### src/rtl/lpm_mult_seq_pkg.sv
// Shared types and elaboration-time helpers for the sequential multiplier.
package lpm_mult_seq_pkg;

  // Controller states: idle, shift-add iterations, sign fix-up / output mapping.
  typedef enum logic [1:0] {
    IDLE = 2'd0,
    RUN  = 2'd1,
    FIN  = 2'd2
  } state_e;

  // Ceiling log2, used to size the iteration counter.
  function automatic int clog2(input int value);
    int r;
    r = 0;
    while ((1 << r) < value) r++;
    return r;
  endfunction

  // Width of the exact (untruncated) product.
  function automatic int PW(input int wa, input int wb);
    return wa + wb;
  endfunction

endpackage

### src/rtl/lpm_mult_seq_mag.sv
// Conditional two's-complement negate. Used both to take operand magnitudes
// and to restore the sign of the finished product.
module lpm_mult_seq_mag #(
  parameter int W = 16
) (
  input  logic         neg,
  input  logic [W-1:0] din,
  output logic [W-1:0] dout
);

  assign dout = neg ? -din : din;

endmodule

### src/rtl/lpm_mult_seq.sv
// Multi-cycle WIDTHA x WIDTHB multiplier: one shift-add step per clock on
// operand magnitudes, sign restored at the end, product mapped to WIDTHP.
module lpm_mult_seq
  import lpm_mult_seq_pkg::*;
#(
  parameter int WIDTHA = 16,
  parameter int WIDTHB = 16,
  parameter int WIDTHP = 32
) (
  input  logic              Clock,
  input  logic              Aclr_n,
  input  logic              Start,
  input  logic              Signed_,
  input  logic [WIDTHA-1:0] DataA,
  input  logic [WIDTHB-1:0] DataB,
  output logic              Busy,
  output logic              Done,
  output logic [WIDTHP-1:0] Result
);

  localparam int FW = PW(WIDTHA, WIDTHB);  // exact product width
  localparam int AW = FW + 1;              // accumulator width (one carry bit)
  localparam int CW = clog2(WIDTHB);       // iteration counter width
  localparam logic [CW-1:0] LAST = CW'(WIDTHB - 1);

  state_e            state_q, state_d;
  logic              signed_q, signed_d;
  logic              neg_q, neg_d;
  logic [WIDTHA-1:0] ma_q, ma_d;
  logic [WIDTHB-1:0] mb_q, mb_d;
  logic [AW-1:0]     acc_q, acc_d;
  logic [CW-1:0]     cnt_q, cnt_d;
  logic              busy_q, busy_d;
  logic              done_q, done_d;
  logic [WIDTHP-1:0] result_q, result_d;

  logic              neg_a, neg_b;
  logic [WIDTHA-1:0] abs_a;
  logic [WIDTHB-1:0] abs_b;
  logic [FW-1:0]     full;
  logic [WIDTHP-1:0] mapped;
  logic [WIDTHA:0]   sum;
  logic [AW-1:0]     step;

  // Magnitudes only differ from the raw operand for negative signed inputs;
  // an unsigned WIDTHA-bit magnitude holds the most-negative value exactly.
  assign neg_a = Signed_ & DataA[WIDTHA-1];
  assign neg_b = Signed_ & DataB[WIDTHB-1];

  lpm_mult_seq_mag #(.W(WIDTHA)) u_mag_a (
    .neg  (neg_a),
    .din  (DataA),
    .dout (abs_a)
  );

  lpm_mult_seq_mag #(.W(WIDTHB)) u_mag_b (
    .neg  (neg_b),
    .din  (DataB),
    .dout (abs_b)
  );

  // Final sign fix-up of the unsigned magnitude product.
  lpm_mult_seq_mag #(.W(FW)) u_mag_p (
    .neg  (neg_q),
    .din  (acc_q[FW-1:0]),
    .dout (full)
  );

  // Map the exact product onto the output width: pass, extend, or keep the MSBs.
  generate
    if (WIDTHP == FW) begin : g_map_eq
      assign mapped = full;
    end else if (WIDTHP > FW) begin : g_map_ext
      assign mapped = {{(WIDTHP - FW){signed_q & full[FW-1]}}, full};
    end else begin : g_map_trunc
      assign mapped = full[FW-1 -: WIDTHP];
    end
  endgenerate

  // One shift-add step: add the multiplicand into the upper part, then shift right.
  // The upper part is below 2^WIDTHA after every shift, so the sum never overflows.
  assign sum  = acc_q[AW-1:WIDTHB] + (mb_q[0] ? {1'b0, ma_q} : '0);
  assign step = {sum, acc_q[WIDTHB-1:0]} >> 1;

  // Next-state and next-output logic for the controller and datapath.
  always_comb begin
    state_d  = state_q;
    signed_d = signed_q;
    neg_d    = neg_q;
    ma_d     = ma_q;
    mb_d     = mb_q;
    acc_d    = acc_q;
    cnt_d    = cnt_q;
    busy_d   = busy_q;
    done_d   = 1'b0;
    result_d = result_q;
    case (state_q)
      IDLE: begin
        if (Start) begin
          signed_d = Signed_;
          neg_d    = Signed_ & (DataA[WIDTHA-1] ^ DataB[WIDTHB-1]);
          ma_d     = abs_a;
          mb_d     = abs_b;
          acc_d    = '0;
          cnt_d    = '0;
          busy_d   = 1'b1;
          state_d  = RUN;
        end
      end
      RUN: begin
        acc_d = step;
        mb_d  = mb_q >> 1;
        cnt_d = cnt_q + CW'(1);
        if (cnt_q == LAST) state_d = FIN;
      end
      FIN: begin
        result_d = mapped;
        done_d   = 1'b1;
        busy_d   = 1'b0;
        state_d  = IDLE;
      end
      default: begin
        busy_d  = 1'b0;
        state_d = IDLE;
      end
    endcase
  end

  // State and registered outputs; the asynchronous clear aborts any operation.
  always_ff @(posedge Clock or negedge Aclr_n) begin
    if (!Aclr_n) begin
      state_q  <= IDLE;
      signed_q <= 1'b0;
      neg_q    <= 1'b0;
      ma_q     <= '0;
      mb_q     <= '0;
      acc_q    <= '0;
      cnt_q    <= '0;
      busy_q   <= 1'b0;
      done_q   <= 1'b0;
      result_q <= '0;
    end else begin
      state_q  <= state_d;
      signed_q <= signed_d;
      neg_q    <= neg_d;
      ma_q     <= ma_d;
      mb_q     <= mb_d;
      acc_q    <= acc_d;
      cnt_q    <= cnt_d;
      busy_q   <= busy_d;
      done_q   <= done_d;
      result_q <= result_d;
    end
  end

  assign Busy   = busy_q;
  assign Done   = done_q;
  assign Result = result_q;

endmodule

### config.mk
export PLATFORM = sky130hd
export DESIGN_NAME = lpm_mult_seq
export DESIGN_NICKNAME = d
export VERILOG_FILES = /design/src/rtl/lpm_mult_seq_pkg.sv /design/src/rtl/lpm_mult_seq_mag.sv /design/src/rtl/lpm_mult_seq.sv
export SDC_FILE = /design/constraint.sdc
export NUM_CORES = 1
export LEC_CHECK = 0
export ABC_AREA = 1
export CAP_MARGIN = 20
export CORE_AREA = 2 2 150 152
export DETAILED_ROUTE_END_ITERATION = 16
export DIE_AREA = 0 0 152 154
export SYNTH_ARGS = -nofsm -noshare
export SYNTH_HDL_FRONTEND = slang
export SYNTH_SLANG_ARGS = --single-unit
### constraint.sdc
create_clock -name Clock -period 3.1 [get_ports Clock]
set_input_delay 0.62 -clock Clock [delete_from_list [all_inputs] [get_ports Clock]]
set_output_delay 0.62 -clock Clock [all_outputs]
set_load 0.01 [all_outputs]
==> qor.yml, run 1 <==
finish:
  finalInstanceArea_mm2: 0.00770
  nets: 1011
  final_cell_mix: "260 x nand2_1, 105 x dfrtp_1, 96 x inv_1"
  syn_to_final_growth_pct: 20.3
  utilization: 0.355
  nFillCells: 2312
  drive_gt1_frac: 0.0480
  final_common_cell: "nand2_1"
  n_antenna_cell: 0
  final-instance-count-excl-fill: 1239
drt:
  wl_um: 15700
  dr_total_vias: 5797
  drc_errors: 0
  wl_per_cell_um: 12.7
  vias_per_cell: 4.68
  drt-pass1-iter-count: 5
  postRouteAntennaNets: 0
  drt_iter0_drc: 304
power:
  p_per_area_mw_per_mm2: 992
  p_int_mw: 4.15
  seqPwrFrac: 0.335
  ir_worst_vdd_mv: 0.314
  combPwrFrac: 0.515
  cellLeakagePower_nw: 3.74
  finalPower_mw: 7.64
  switching_share: 0.456
  p_switching_mw: 3.49
  clock_power_share: 0.150
setup_path:
  critical_path_arrival_ns: 2.58
  crit_type: "reg -> reg"
  rrSetupSlack_ns: 0.77
  cp.required_ns: 3.35
  cp_max_fo: 17
  crit_path_end_kind: "register"
  cp-start-kind: "register"
floorplanning:
  die-area_mm2: 0.0234
  core.rowCount: 54
  dieHeight_um: 154
  die_w_um: 152
  ios: 70
  start_util: 0.295
  core_area_mm2: 0.0217
yosys:
  syn_avg_cell_area_um2: 7.16
  ys_warn_count: 0
  synth-async-reset-ratio: 1.00
  synth-edff-count: 0
  ys_seq_area_frac: 0.411
  netlist_instances: 893
  ys_ff_latch: 105
  synth_area_mm2: 0.00640
  netlist-cell-type-count: 33
  synth_flop_cell: "dfrtp_1"
  synth_fp_nets: 950
cts:
  numCtsBuffers: 9
  cts-htree-levels: 3
  postCtsSetupBuffers: 0
  ctsHoldBuffers: 0
  clk_path_buf_depth: 2
  root_buffer: "clkbuf_16"
  cts.sinks: 105
  clock_latency_ns: 0.36
  cts_resized: 0
  cts_tree: "done"
  path_clk_slew_ns: 0.08
job:
  max_cap_viol_count: 0
place:
  placed_cell_area_mm2: 0.00737
  dp.cells: 1222
  port_buffers: 69
  gp_congestion: 0.887
  pre_cts_slack_ns: 0.683
  dp_hpwl_um: 11900
timing:
  post-route-min-period_ns: 2.33
  whs_ns: 0.270
  final.period_utilization: 0.750
  setup_slack_ns: 0.774
  max_slew_margin: 0.366
  hold_viol: 0
  final-setup-viol-count: 0
  skew_ns: 0.00906
  setup_tns_ns: 0
  tightestPinTransition_ns: 0.951
  slew_violations: 0
  max_freq_mhz: 430
  rsz0062_at_grt: "false"
global_route:
  antenna_found_initial: 0
  grt_overflow: 0
  grt_max_degree: 48
  grt_pass1_vias: 5385
  grt_pass1_wl_um: 26600
  track_usage: 0.137
run_status:
  status: "finished, final reports clean"
min_path:
  hp-class: "in -> async"
layer usage:
metal,wire (µm),GRT usage,part of all wire
met2,6390,0.207,0.41
met4,211,0.0347,0.013
met1,8340,0.202,0.53
met5,0,0,0
met3,759,0.0248,0.048
cell families (layout without fill, tap and decap cells):
group,Yosys count,count (layout),synth area share
flops,105,105,0.411
compound gates,153,153,0.132
xor+xnor,24,24,0.0329
buf+inv,128,194,0.0796
fa+ha+maj,21,21,0.0422
simple gates,462,462,0.302
critical path: stages (launching register included):
cell and delay [ns]:
dfrtp_1 0.64, nand2_1 0.12, inv_1 0.08, ha_1 0.15, inv_1 0.06, fa_1 0.37
inv_1 0.08, nand3_1 0.06, nand2_1 0.14, nand2_1 0.07, nand2_1 0.11, nand3_1 0.10
nand2_1 0.07, nand2_1 0.05, nand3_1 0.07, nand2_1 0.05
power by group through the flow:
stage          clock network (mW)  registers, mW  logic, mW
6_report                     1.14           2.56       3.94
4_1_cts                      1.17           2.56       3.95
3_5_place_dp                    0           2.58       3.94
3_3_place_gp                    0           2.58       3.90
2_1_floorplan                   0           2.45       2.81
5_1_grt                      1.23           2.66       4.54
sequential cells by signal (all words and copies together) (netlist names):
name	flops
ma_q	16
mb_q	16
state_q	2
neg_q	1
cnt_q	4
Result	32
acc_q	32
Done	1
Busy	1
final cells by class:
| cell class | instances | area [µm²] | area share |
|---|---|---|---|
| clock buffer | 10 | 239 | 0.0310 |
| clock inverter | 6 | 60.1 | 0.00780 |
| inverter | 101 | 379 | 0.0493 |
| multi-input combinational | 660 | 3260 | 0.424 |
| sequential | 105 | 2630 | 0.341 |
| tap | 280 | 350 | 0.0455 |
| timing repair buffer | 77 | 781 | 0.101 |
synth_stat cells (2+ instances only):
library cell | count | area, µm²
nand3_1 | 82 | 410
o21ai_1 | 10 | 50.1
nand2_2 | 3 | 18.8
ha_1 | 20 | 250
inv_2 | 4 | 15.0
a22oi_1 | 15 | 113
o21ai_0 | 71 | 355
xor2_1 | 19 | 166
a21o_1 | 2 | 15.0
dfrtp_1 | 105 | 2630
nor2_1 | 83 | 312
a21oi_1 | 27 | 135
nor3_1 | 5 | 25.0
nand3b_1 | 4 | 30.0
a31oi_1 | 6 | 37.5
or2_2 | 3 | 18.8
buf_2 | 14 | 70.1
clkbuf_1 | 11 | 41.3
nand4_1 | 9 | 56.3
inv_1 | 96 | 360
xnor2_1 | 5 | 43.8
o22ai_1 | 20 | 125
nor2_2 | 10 | 62.6
nand2_1 | 260 | 976
path summary, 6_finish.rpt:
path                            start         end  cells past startpoint
setup / recovery              mb_q[0]   acc_q[25]                     15
hold / removal                 Aclr_n    cnt_q[2]                      1
setup reg to reg              mb_q[0]   acc_q[25]                     15
hold reg to reg            Result[27]  Result[27]                      2
max in group asynchronous      Aclr_n     mb_q[7]                      2
min in group Clock         Result[27]  Result[27]                      2
Power figures use the tool's default switching activity.
==> inputs of run 2 (changes only) <==
- clock period: 3.1 -> 2.2 ns (I/O delays scaled with it)
==> run 2 against run 1 <==
Against the previous run: via count rose by 0.36%; combinational power rose by 47%; critical path depth fell by 2; clock power rose by 52%; worst setup slack got worse by 0.57 ns; register-to-register slack got worse by 0.57 ns; hold slack got worse by 0.24 ns; maximum frequency rose by 16%.
==> qor.yml, run 2 (same netlist as run 1, synthesis figures left out) <==
setup_path:
  cp-start-kind: "register"
  path_cells: "buf_4, nand2_1, inv_1, ha_1, nand2_1, inv_1, a21oi_1, nand2_1, nand2_1, nand2_1, nand2_1, nand2_1, o21ai_0"
  critPathMaxStageDelay_ns: 0.41
  r2r-end: "acc_q[26]"
  crit_path_end_kind: "register"
  cp_max_fo: 14
  critical_path_arrival_ns: 2.26
  cp.required_ns: 2.46
  rr_startpoint: "mb_q[0]"
  crit_type: "reg -> reg"
  crit_slowest_cell: "dfrtp_1"
  rr_worst_depth: 13
  rrSetupSlack_ns: 0.20
  crit_top_cell: "nand2_1"
drt:
  drt-pass1-iter-count: 4
  wl_per_cell_um: 12.5
  drc_errors: 0
  drt_iter0_drc: 287
  vias_per_cell: 4.65
  dr_total_vias: 5818
  wl_um: 15700
  postRouteAntennaNets: 0
floorplanning:
  core_area_mm2: 0.0217
  start_util: 0.295
  die_w_um: 152
  die-area_mm2: 0.0234
  ios: 70
  core.rowCount: 54
  dieHeight_um: 154
place:
  dp_hpwl_um: 12100
  gp_congestion: 0.880
  placed_cell_area_mm2: 0.00749
  port_buffers: 69
finish:
  nets: 1024
  finalInstanceArea_mm2: 0.00782
  n_antenna_cell: 0
  final_cell_mix: "258 x nand2_1, 105 x dfrtp_1, 96 x inv_1"
  syn_to_final_growth_pct: 22.2
  drive_gt1_frac: 0.0628
  final_common_cell: "nand2_1"
  nFillCells: 2299
power:
  p_per_area_mw_per_mm2: 1410
  ir_worst_vdd_mv: 0.424
  finalPower_mw: 11.0
  cellLeakagePower_nw: 3.81
timing:
  setup_tns_ns: 0
  max_freq_mhz: 500
  final.period_utilization: 0.908
  whs_ns: 0.0301
  slew_violations: 0
  skew_ns: 0.0103
  post-route-min-period_ns: 2.00
  max_slew_margin: 0.680
  tightestPinTransition_ns: 0.475
  final-setup-viol-count: 0
  hold_viol: 0
  rsz0062_at_grt: "false"
cts:
  numCtsBuffers: 9
  path_clk_slew_ns: 0.07
  clk_path_buf_depth: 2
  root_buffer: "clkbuf_16"
  cts_tree: "done"
  ctsHoldBuffers: 0
  cts-htree-levels: 3
  clock_latency_ns: 0.36
  cts.sinks: 105
global_route:
  antenna_found_initial: 0
  grt_pass1_vias: 5544
  track_usage: 0.139
  grt_max_degree: 40
  grt_overflow: 0
  grt_pass1_wl_um: 27000
run_status:
  status: "finished, final reports clean"
min_path:
  hp-class: "in -> async"
job:
  max_cap_viol_count: 0
==> run 2: area by class of cell <==
| cell class | instances | area (µm²) | area share |
|---|---|---|---|
| tap | 280 | 350 | 0.0448 |
| inverter | 101 | 379 | 0.0485 |
| timing repair buffer | 90 | 871 | 0.111 |
| multi-input combinational | 660 | 3270 | 0.418 |
| clock buffer | 10 | 229 | 0.0293 |
| clock inverter | 6 | 90.1 | 0.0115 |
| sequential | 105 | 2630 | 0.336 |
==> run 2: through the flow <==
stage,setup slack [ns],instances,utilization
floorplan,0.0159,893,-
global placement,0.153,1236,0.345
detailed placement,0.138,1236,0.345
CTS,0.175,1252,0.360
global route,0.00866,1252,0.360
finish,0.202,1252,0.360
==> run 2: worst max-delay path, delay by kind of cell (launching register included) <==
family	cells	cell delay (ns)
DFF	1	0.41
and+or+nand+nor	7	0.57
buffers and inverters	3	0.29
AOI/OAI and AO/OA	2	0.31
adders and majority gates	1	0.33
==> run 2: worst max path at each step <==
| stage | from | to | slack (ns) |
|---|---|---|---|
| finish | mb_q[0] | acc_q[26] | 0.20 |
| global route | mb_q[0] | acc_q[26] | 0.009 |
| CTS | mb_q[0] | acc_q[25] | 0.17 |
| detailed placement | DataB[0] | mb_q[10] | 0.14 |
| global placement | DataB[0] | mb_q[10] | 0.15 |
| floorplan | mb_q[0] | acc_q[25] | 0.02 |
==> run 2: repair_timing <==
action                     4_1_cts  5_1_grt
resized for setup                0        3
buffers inserted                 0        0
setup endpoints to repair        0        3
==> run 2: where the power goes <==
part / total [mW] / switching, mW / leakage, nW / internal [mW]
sequential: 3.48 / 0.675 / 1.33 / 2.81
combinational: 5.80 / 3.47 / 2.32 / 2.33
clock: 1.73 / 0.728 / 0.159 / 1.01
total: 11.0 / 4.87 / 3.81 / 6.14
==> run 2: routing by layer <==
metal | share of wire | GRT usage | routed length [µm]
met4 | 0.014 | 0.0374 | 216
met3 | 0.040 | 0.0234 | 625
met2 | 0.42 | 0.210 | 6530
met5 | 0 | 0 | 0
met1 | 0.53 | 0.204 | 8300
